## src/rtl/condicionador_entrada.sv

```systemverilog
// Input conditioner: synchronises the pushbutton and digit switches, debounces the
// button on both edges and emits one insere/invalido pulse per clean press.
//
// state       | meaning
// SOLTO       | button released and stable
// CONF_PRESS  | button seen high, confirming the press
// PRESSIONADO | press accepted, button held
// CONF_SOLTO  | button seen low, confirming the release
module condicionador_entrada #(
    parameter int DEBOUNCE_CYCLES = 16
) (
    input  logic       clk,
    input  logic       reset,
    input  logic       botao,
    input  logic [4:1] chaves,
    output logic       insere,
    output logic [4:1] numero,
    output logic       invalido,
    output logic       ocupado
);

    localparam int CW = $clog2(DEBOUNCE_CYCLES);
    localparam logic [CW-1:0] CNT_MAX = CW'(DEBOUNCE_CYCLES - 1);

    localparam logic [1:0] SOLTO       = 2'd0;
    localparam logic [1:0] CONF_PRESS  = 2'd1;
    localparam logic [1:0] PRESSIONADO = 2'd2;
    localparam logic [1:0] CONF_SOLTO  = 2'd3;

    logic          botao_m, botao_s;
    logic [4:1]    chaves_m, chaves_s;
    logic [1:0]    state, state_nxt;
    logic [CW-1:0] cnt, cnt_nxt;
    logic          aceita;

    always_ff @(posedge clk or posedge reset) begin
        if (reset) begin
            botao_m  <= 1'b0;
            botao_s  <= 1'b0;
            chaves_m <= 4'b0000;
            chaves_s <= 4'b0000;
        end else begin
            botao_m  <= botao;
            botao_s  <= botao_m;
            chaves_m <= chaves;
            chaves_s <= chaves_m;
        end
    end

    always_comb begin
        state_nxt = state;
        cnt_nxt   = cnt;
        aceita    = 1'b0;
        case (state)
            SOLTO: begin
                if (botao_s) begin
                    state_nxt = CONF_PRESS;
                    cnt_nxt   = '0;
                end
            end
            CONF_PRESS: begin
                if (!botao_s) begin
                    state_nxt = SOLTO;
                    cnt_nxt   = '0;
                end else if (cnt == CNT_MAX) begin
                    state_nxt = PRESSIONADO;
                    cnt_nxt   = '0;
                    aceita    = 1'b1;
                end else begin
                    cnt_nxt = cnt + 1'b1;
                end
            end
            PRESSIONADO: begin
                if (!botao_s) begin
                    state_nxt = CONF_SOLTO;
                    cnt_nxt   = '0;
                end
            end
            CONF_SOLTO: begin
                // a high sample here is release bounce, not a new press
                if (botao_s) begin
                    state_nxt = PRESSIONADO;
                    cnt_nxt   = '0;
                end else if (cnt == CNT_MAX) begin
                    state_nxt = SOLTO;
                    cnt_nxt   = '0;
                end else begin
                    cnt_nxt = cnt + 1'b1;
                end
            end
            default: begin
                state_nxt = SOLTO;
                cnt_nxt   = '0;
            end
        endcase
    end

    always_ff @(posedge clk or posedge reset) begin
        if (reset) begin
            state    <= SOLTO;
            cnt      <= '0;
            insere   <= 1'b0;
            invalido <= 1'b0;
            numero   <= 4'b0000;
        end else begin
            state    <= state_nxt;
            cnt      <= cnt_nxt;
            insere   <= aceita && (chaves_s <= 4'd9);
            invalido <= aceita && (chaves_s > 4'd9);
            if (aceita && (chaves_s <= 4'd9))
                numero <= chaves_s;
        end
    end

    assign ocupado = (state == PRESSIONADO) || (state == CONF_SOLTO);

endmodule

```

## config.mk

```make
export PLATFORM = sky130hd
export DESIGN_NAME = condicionador_entrada
export DESIGN_NICKNAME = d
export VERILOG_FILES = /design/src/rtl/condicionador_entrada.sv
export SDC_FILE = /design/constraint.sdc
export NUM_CORES = 1
export LEC_CHECK = 0
export CELL_PAD_IN_SITES_DETAIL_PLACEMENT = 2
export CELL_PAD_IN_SITES_GLOBAL_PLACEMENT = 2
export CORE_ASPECT_RATIO = 0.6
export CORE_UTILIZATION = 38
export CTS_BUF_LIST = sky130_fd_sc_hd__clkbuf_8
export DETAILED_ROUTE_END_ITERATION = 10
export DONT_BUFFER_PORTS = 1
export GPL_ROUTABILITY_DRIVEN = 0
export PLACE_DENSITY_LB_ADDON = 0.3
export SYNTH_ARGS = -nofsm -noshare
export SYNTH_HDL_FRONTEND = slang
export SYNTH_SLANG_ARGS = --single-unit
```

## constraint.sdc

```tcl
create_clock -name clk -period 1.5 [get_ports clk]
set_input_delay 0.3 -clock clk [delete_from_list [all_inputs] [get_ports clk]]
set_output_delay 0.3 -clock clk [all_outputs]
set_load 0.01 [all_outputs]
```

==> results of run 1 <==
[metal layers]
layer | vias up | track usage | wire [um]
li1 | 241 | - | -
met4 | 0 | 0.0349 | 12
met1 | 266 | 0.234 | 913
met5 | - | 0 | 0
met3 | 2 | 0.0655 | 70
met2 | 11 | 0.370 | 993
[final cells by class]
cell class	count	share of cell area
inverter	1	0.00387
timing repair buffer	7	0.0567
tap	28	0.0361
clock buffer	4	0.0567
multi-input combinational	38	0.280
sequential	22	0.567
[worst paths after layout]
kind                            startpoint        end
worst max-delay path                cnt[0]  numero[1]
worst min-delay path                 botao    botao_m
worst max register to register      cnt[0]  numero[1]
worst min register to register     botao_m    botao_s
max in group asynchronous            reset     cnt[3]
min in group asynchronous            reset    botao_m
[synth_stat cells]
library cell | n | area [sq um]
nand3_1 | 1 | 5.00
nand4_1 | 1 | 6.26
nand2_1 | 4 | 15.0
a2bb2oi_1 | 2 | 17.5
clkbuf_1 | 1 | 3.75
nor2b_1 | 1 | 6.26
and3_2 | 1 | 7.51
o21ai_0 | 1 | 5.00
a31oi_1 | 6 | 37.5
inv_1 | 1 | 3.75
nor2_1 | 4 | 15.0
and3_4 | 1 | 11.3
nor3_2 | 1 | 10.0
nor3_1 | 1 | 5.00
or2_1 | 1 | 6.26
and2_1 | 2 | 12.5
ha_1 | 1 | 12.5
nand4_2 | 1 | 12.5
nand2b_1 | 1 | 6.26
buf_2 | 1 | 5.00
nand3b_1 | 1 | 7.51
xor2_2 | 1 | 16.3
a22o_1 | 2 | 17.5
a21oi_1 | 2 | 10.0
mux2_4 | 1 | 15.0
dfrtp_1 | 22 | 551
and4_4 | 1 | 11.3
[stage by stage]
stage          hold WS, ns  power (mW)
2_1_floorplan        0.289       0.703
3_3_place_gp         0.236       0.743
3_5_place_dp         0.245       0.753
4_1_cts             0.0564        1.17
5_1_grt             0.0502        1.20
6_report            0.0561        1.17
[critical path, stage by stage (launching register included)]
cell and delay [ns]:
dfrtp_1 0.37, ha_2 0.21, and4_4 0.26, and3_4 0.19
mux2_4 0.30
[sequential cells by signal (all words and copies together), names as in the netlist, named ones only]
name / count
chaves_m: 4
chaves_s: 4
cnt: 4
numero: 4
botao_m: 1
botao_s: 1
insere: 1
invalido: 1
state: 1
[cell families after synthesis]
logic type,after synthesis
xor gates and xnor gates,1
DFF,22
AOI/OAI and AO/OA,13
adders and majority gates,1
buffers and inverters,3
muxes,1
and+or+nand+nor,22
[cell usage in the layout (no fill, tap or decap), types with 2 or more instances in the layout]
cell,n
a31oi_1,6
a22o_1,2
dfrtp_1,22
buf_4,6
a21oi_1,2
clkbuf_8,4
nand2_1,4
a2bb2oi_1,2
and2_1,2
nor2_1,4
[timing repair]
item	CTS	global route
hold buffers	1	0
hold endpoints to repair	22	0
resized for setup	1	0
setup endpoints to repair	1	0
buffers inserted	1	0
[power by group]
| part | total, mW | internal, mW | switching [mW] |
|---|---|---|---|
| Combinational | 0.0969 | 0.0413 | 0.0556 |
| Sequential | 0.651 | 0.621 | 0.0295 |
| Clock | 0.421 | 0.234 | 0.187 |
| Total | 1.17 | 0.897 | 0.272 |
==> impl_metrics.tcl, run 1 <==
set metrics [dict create \
    wl_per_cell_um 19.9 \
    synthCells 63 \
    antenna-diode-count 0 \
    grt_pass1_vias 589 \
    cts_tree "yes" \
    yosys_warnings 0 \
    min_delay_path_depth 0 \
    nFillCells 196 \
    crit_arrival_ns 1.60 \
    ir_drop_mv 0.611 \
    antenna_found_initial 0 \
    finalSetupTns_ns 0 \
    status "finished clean" \
    area.sequential_sq_um 551 \
    regToRegSetupSlack_ns 0.05 \
    finalNonFillerCells 100 \
    vias 520 \
    drt_iter0_markers 12 \
    path_class "flop to flop" \
    startpoint_type "flop" \
    synth_adder_area_share 0.0150 \
    syn_area_sq_um 832 \
    synth_top_family_by_area "simple AND/OR/NAND/NOR gates" \
    setup_viol_count_final 0 \
    path_clk_slew_ns 0.07 \
    power_leakage_nw 0.449 \
    timing.final.crit_share 0.966 \
    synth-simple-area-share 0.165 \
    yosysSeqAreaShare 0.662 \
    worstPathRequired_ns 1.65 \
    die_h_um 38.2 \
    core_area_sq_um 1950 \
    synth_nets 71 \
    grt_max_degree 23 \
    hold_viol 0 \
    dp_hpwl_um 1410 \
    cts_num_sinks 22 \
    port-buffer-count 0 \
    drive_gt1_frac 0.250 \
    drt_wl_total_um 1990 \
    place_ws_ns 0.00472 \
    dieWidth_um 62.4 \
    slew_headroom 0.762 \
    fin_ws_ns 0.0514 \
    drtPass1Iterations 3 \
    multi_input_area_sq_um 272 \
    tightest_slew_ns 0.354 \
    placed_cells 94 \
    cp-end-kind "flop" \
    drtAntennaViolNets 0 \
    ys_ff_latch 22 \
    via_per_inst 5.20 \
    utilization 0.497 \
    area_delta_synth_final_pct 16.7 \
    finalInstanceArea_sq_um 971 \
    die_area_sq_um 2390 \
    skew_ns 0.00254 \
    synth.distinct_cells 27 \
    reg2reg_depth 4 \
    drc_errors 0 \
    maxCapViolCount 0 \
    power.density_nw_per_um2 1200 \
    root_buffer "clkbuf_8" \
    place_area_sq_um 896 \
    start_util 0.426 \
    synth-compound-area-share 0.105 \
    clock_latency_ns 0.26 \
    hold_class "input pin to flop" \
    io_pins 14 \
    fin_nets 81 \
    overflow 0 \
    yosys.area_share.xor_xnor 0.0195 \
    min_period_ns 1.45 \
    rows 12 \
    synth_area_per_cell_sq_um 13.2 \
    cp_max_fo 3 \
    grt_pass1_wl_um 3240 \
    clock_path_buffers 2 \
    synth_mux_area_frac 0.0180 \
    fmax_ghz 0.690 \
    rsz0062_at_grt "no" \
    finalMaxSlewViolations 0 \
    numCtsBuffers 3 \
    htreeDepth 1 \
    track_usage 0.199 \
]
(Power assumes the default switching activity.)
==> inputs of run 2 (changes only) <==
Settings changed: CORE_ASPECT_RATIO 0.6 to not set.
==> run 2 against run 1 <==
Compared with the run above:
- first-iteration DRC count decreased by 92%
- largest cell class unchanged
- setup slack improved by 0.030 ns
- sequential cell count unchanged
- clock skew is 0.0021 ns lower
- total power up 9.4%
- hold slack is essentially flat
- clock power is 31% higher
- sequential share of layout area shrank 0.86 points
==> impl_metrics.tcl, run 2 (synthesis results as in run 1) <==
set metrics [dict create \
    place_ws_ns 0.0569 \
    cts_tree "yes" \
    drive_gt1_frac 0.250 \
    total_power_mw 1.28 \
    cp-endpoint "numero[1]" \
    die_h_um 48.8 \
    via_per_inst 5.35 \
    dieWidth_um 48.8 \
    core_area_sq_um 2000 \
    area.sequential_sq_um 551 \
    timing.final.crit_share 0.946 \
    status "finished clean" \
    final_cell_mix "22 x dfrtp_1, 6 x a31oi_1, 6 x buf_4" \
    cp_slowest_cell "dfrtp_1" \
    worstPathRequired_ns 1.66 \
    vias 530 \
    setup_viol_count_final 0 \
    root_buffer "clkbuf_8" \
    cp_max_fo 3 \
    crit_arrival_ns 1.58 \
    drc_errors 0 \
    track_usage 0.165 \
    hold_class "input pin to flop" \
    start_util 0.416 \
    numCtsBuffers 3 \
    place_area_sq_um 895 \
    tightest_slew_ns 0.330 \
    die_area_sq_um 2380 \
    rows 16 \
    clock_latency_ns 0.26 \
    drtPass1Iterations 2 \
    worst_path_largest_cell_delay_ns 0.37 \
    nFillCells 198 \
    drtAntennaViolNets 0 \
    grt_pass1_wl_um 2860 \
    cts_num_sinks 22 \
    antenna-diode-count 0 \
    slew_headroom 0.780 \
    maxCapViolCount 0 \
    area_delta_synth_final_pct 18.5 \
    crit_chain "ha_2, and4_4, and3_4, mux2_4" \
    drt_wl_total_um 1650 \
    multi_input_area_sq_um 272 \
    drt_iter0_markers 1 \
    r2r-end "numero[1]" \
    grt_max_degree 23 \
    layout_commonest_cell "dfrtp_1" \
    power_leakage_nw 0.455 \
    overflow 0 \
    fmax_ghz 0.705 \
    startpoint_type "flop" \
    antenna_found_initial 0 \
    finalInstanceArea_sq_um 986 \
    htreeDepth 1 \
    fin_ws_ns 0.0815 \
    clock_path_buffers 2 \
    finalSetupTns_ns 0 \
    path_class "flop to flop" \
    cp-end-kind "flop" \
    finalMaxSlewViolations 0 \
    timing.critical_path.depth 4 \
    hold_viol 0 \
    cp_num_buf_inv 0 \
    wl_per_cell_um 16.6 \
    power.density_nw_per_um2 1300 \
    rr_startpoint "cnt[0]" \
    io_pins 14 \
    min_period_ns 1.42 \
    min-delay-start "chaves[3]" \
    fin_nets 81 \
    grt_pass1_vias 578 \
    path_clk_slew_ns 0.08 \
    ir_drop_mv 0.664 \
    hold_ws_ns 0.0558 \
    port-buffer-count 0 \
    regToRegSetupSlack_ns 0.08 \
    dp_hpwl_um 1120 \
    reg2reg_depth 4 \
    critical_path.top_delay_family "simple AND/OR/NAND/NOR gates" \
    skew_ns 0.000449 \
    critPathLaunch "cnt[0]" \
    rsz0062_at_grt "no" \
]
==> run 2: cell count changes in the layout (fill, tap and decap cells not counted), sizes merged <==
cell,change
clkbuf,-1
bufinv,+1
==> run 2: worst min-delay path by stage <==
stage,to,slack (ns),depth (start not counted)
detailed placement,chaves_m[2],0.25,2
CTS,chaves_m[3],0.05,0
global placement,cnt[1],0.24,2
finish,chaves_m[3],0.06,0
global route,chaves_m[3],0.04,0
floorplan,asynchronous set/reset pin,0.29,1
==> run 2: what timing repair did <==
| action | 4_1_cts | 5_1_grt |
|---|---|---|
| hold buffers | 1 | 0 |
| gates resized for setup | 0 | 1 |
| endpoints found under the hold margin | 22 | 0 |
| setup buffers | 0 | 1 |
| setup endpoints to repair | 0 | 1 |
==> run 2: area by class of cell <==
cell class | count | share of cell area
repair buffers | 7 | 0.0558
multi-input cells | 38 | 0.275
flip-flops and latches | 22 | 0.558
clock buffers | 3 | 0.0419
clock inverters | 1 | 0.0305
inverters | 1 | 0.00381
well taps | 27 | 0.0343
==> run 2: routing by layer <==
metal,up-vias,part of all wire,GRT usage
li1,241,-,-
met1,271,0.47,0.219
met2,13,0.48,0.257
met3,5,0.030,0.0374
met4,0,0.019,0.0735
met5,-,0,0
==> run 2: report_power, final <==
part | switching (mW) | internal (mW) | total (mW) | leakage, nW
Sequential | 0.0340 | 0.621 | 0.655 | 0.280
Clock | 0.195 | 0.357 | 0.552 | 0.0357
Combinational | 0.0409 | 0.0319 | 0.0728 | 0.139
Total | 0.270 | 1.01 | 1.28 | 0.455
==> run 2: per-stage QoR <==
step,util,std cells
floorplan,-,63
global placement,0.447,93
detailed placement,0.447,93
CTS,0.488,98
global route,0.493,99
finish,0.493,99
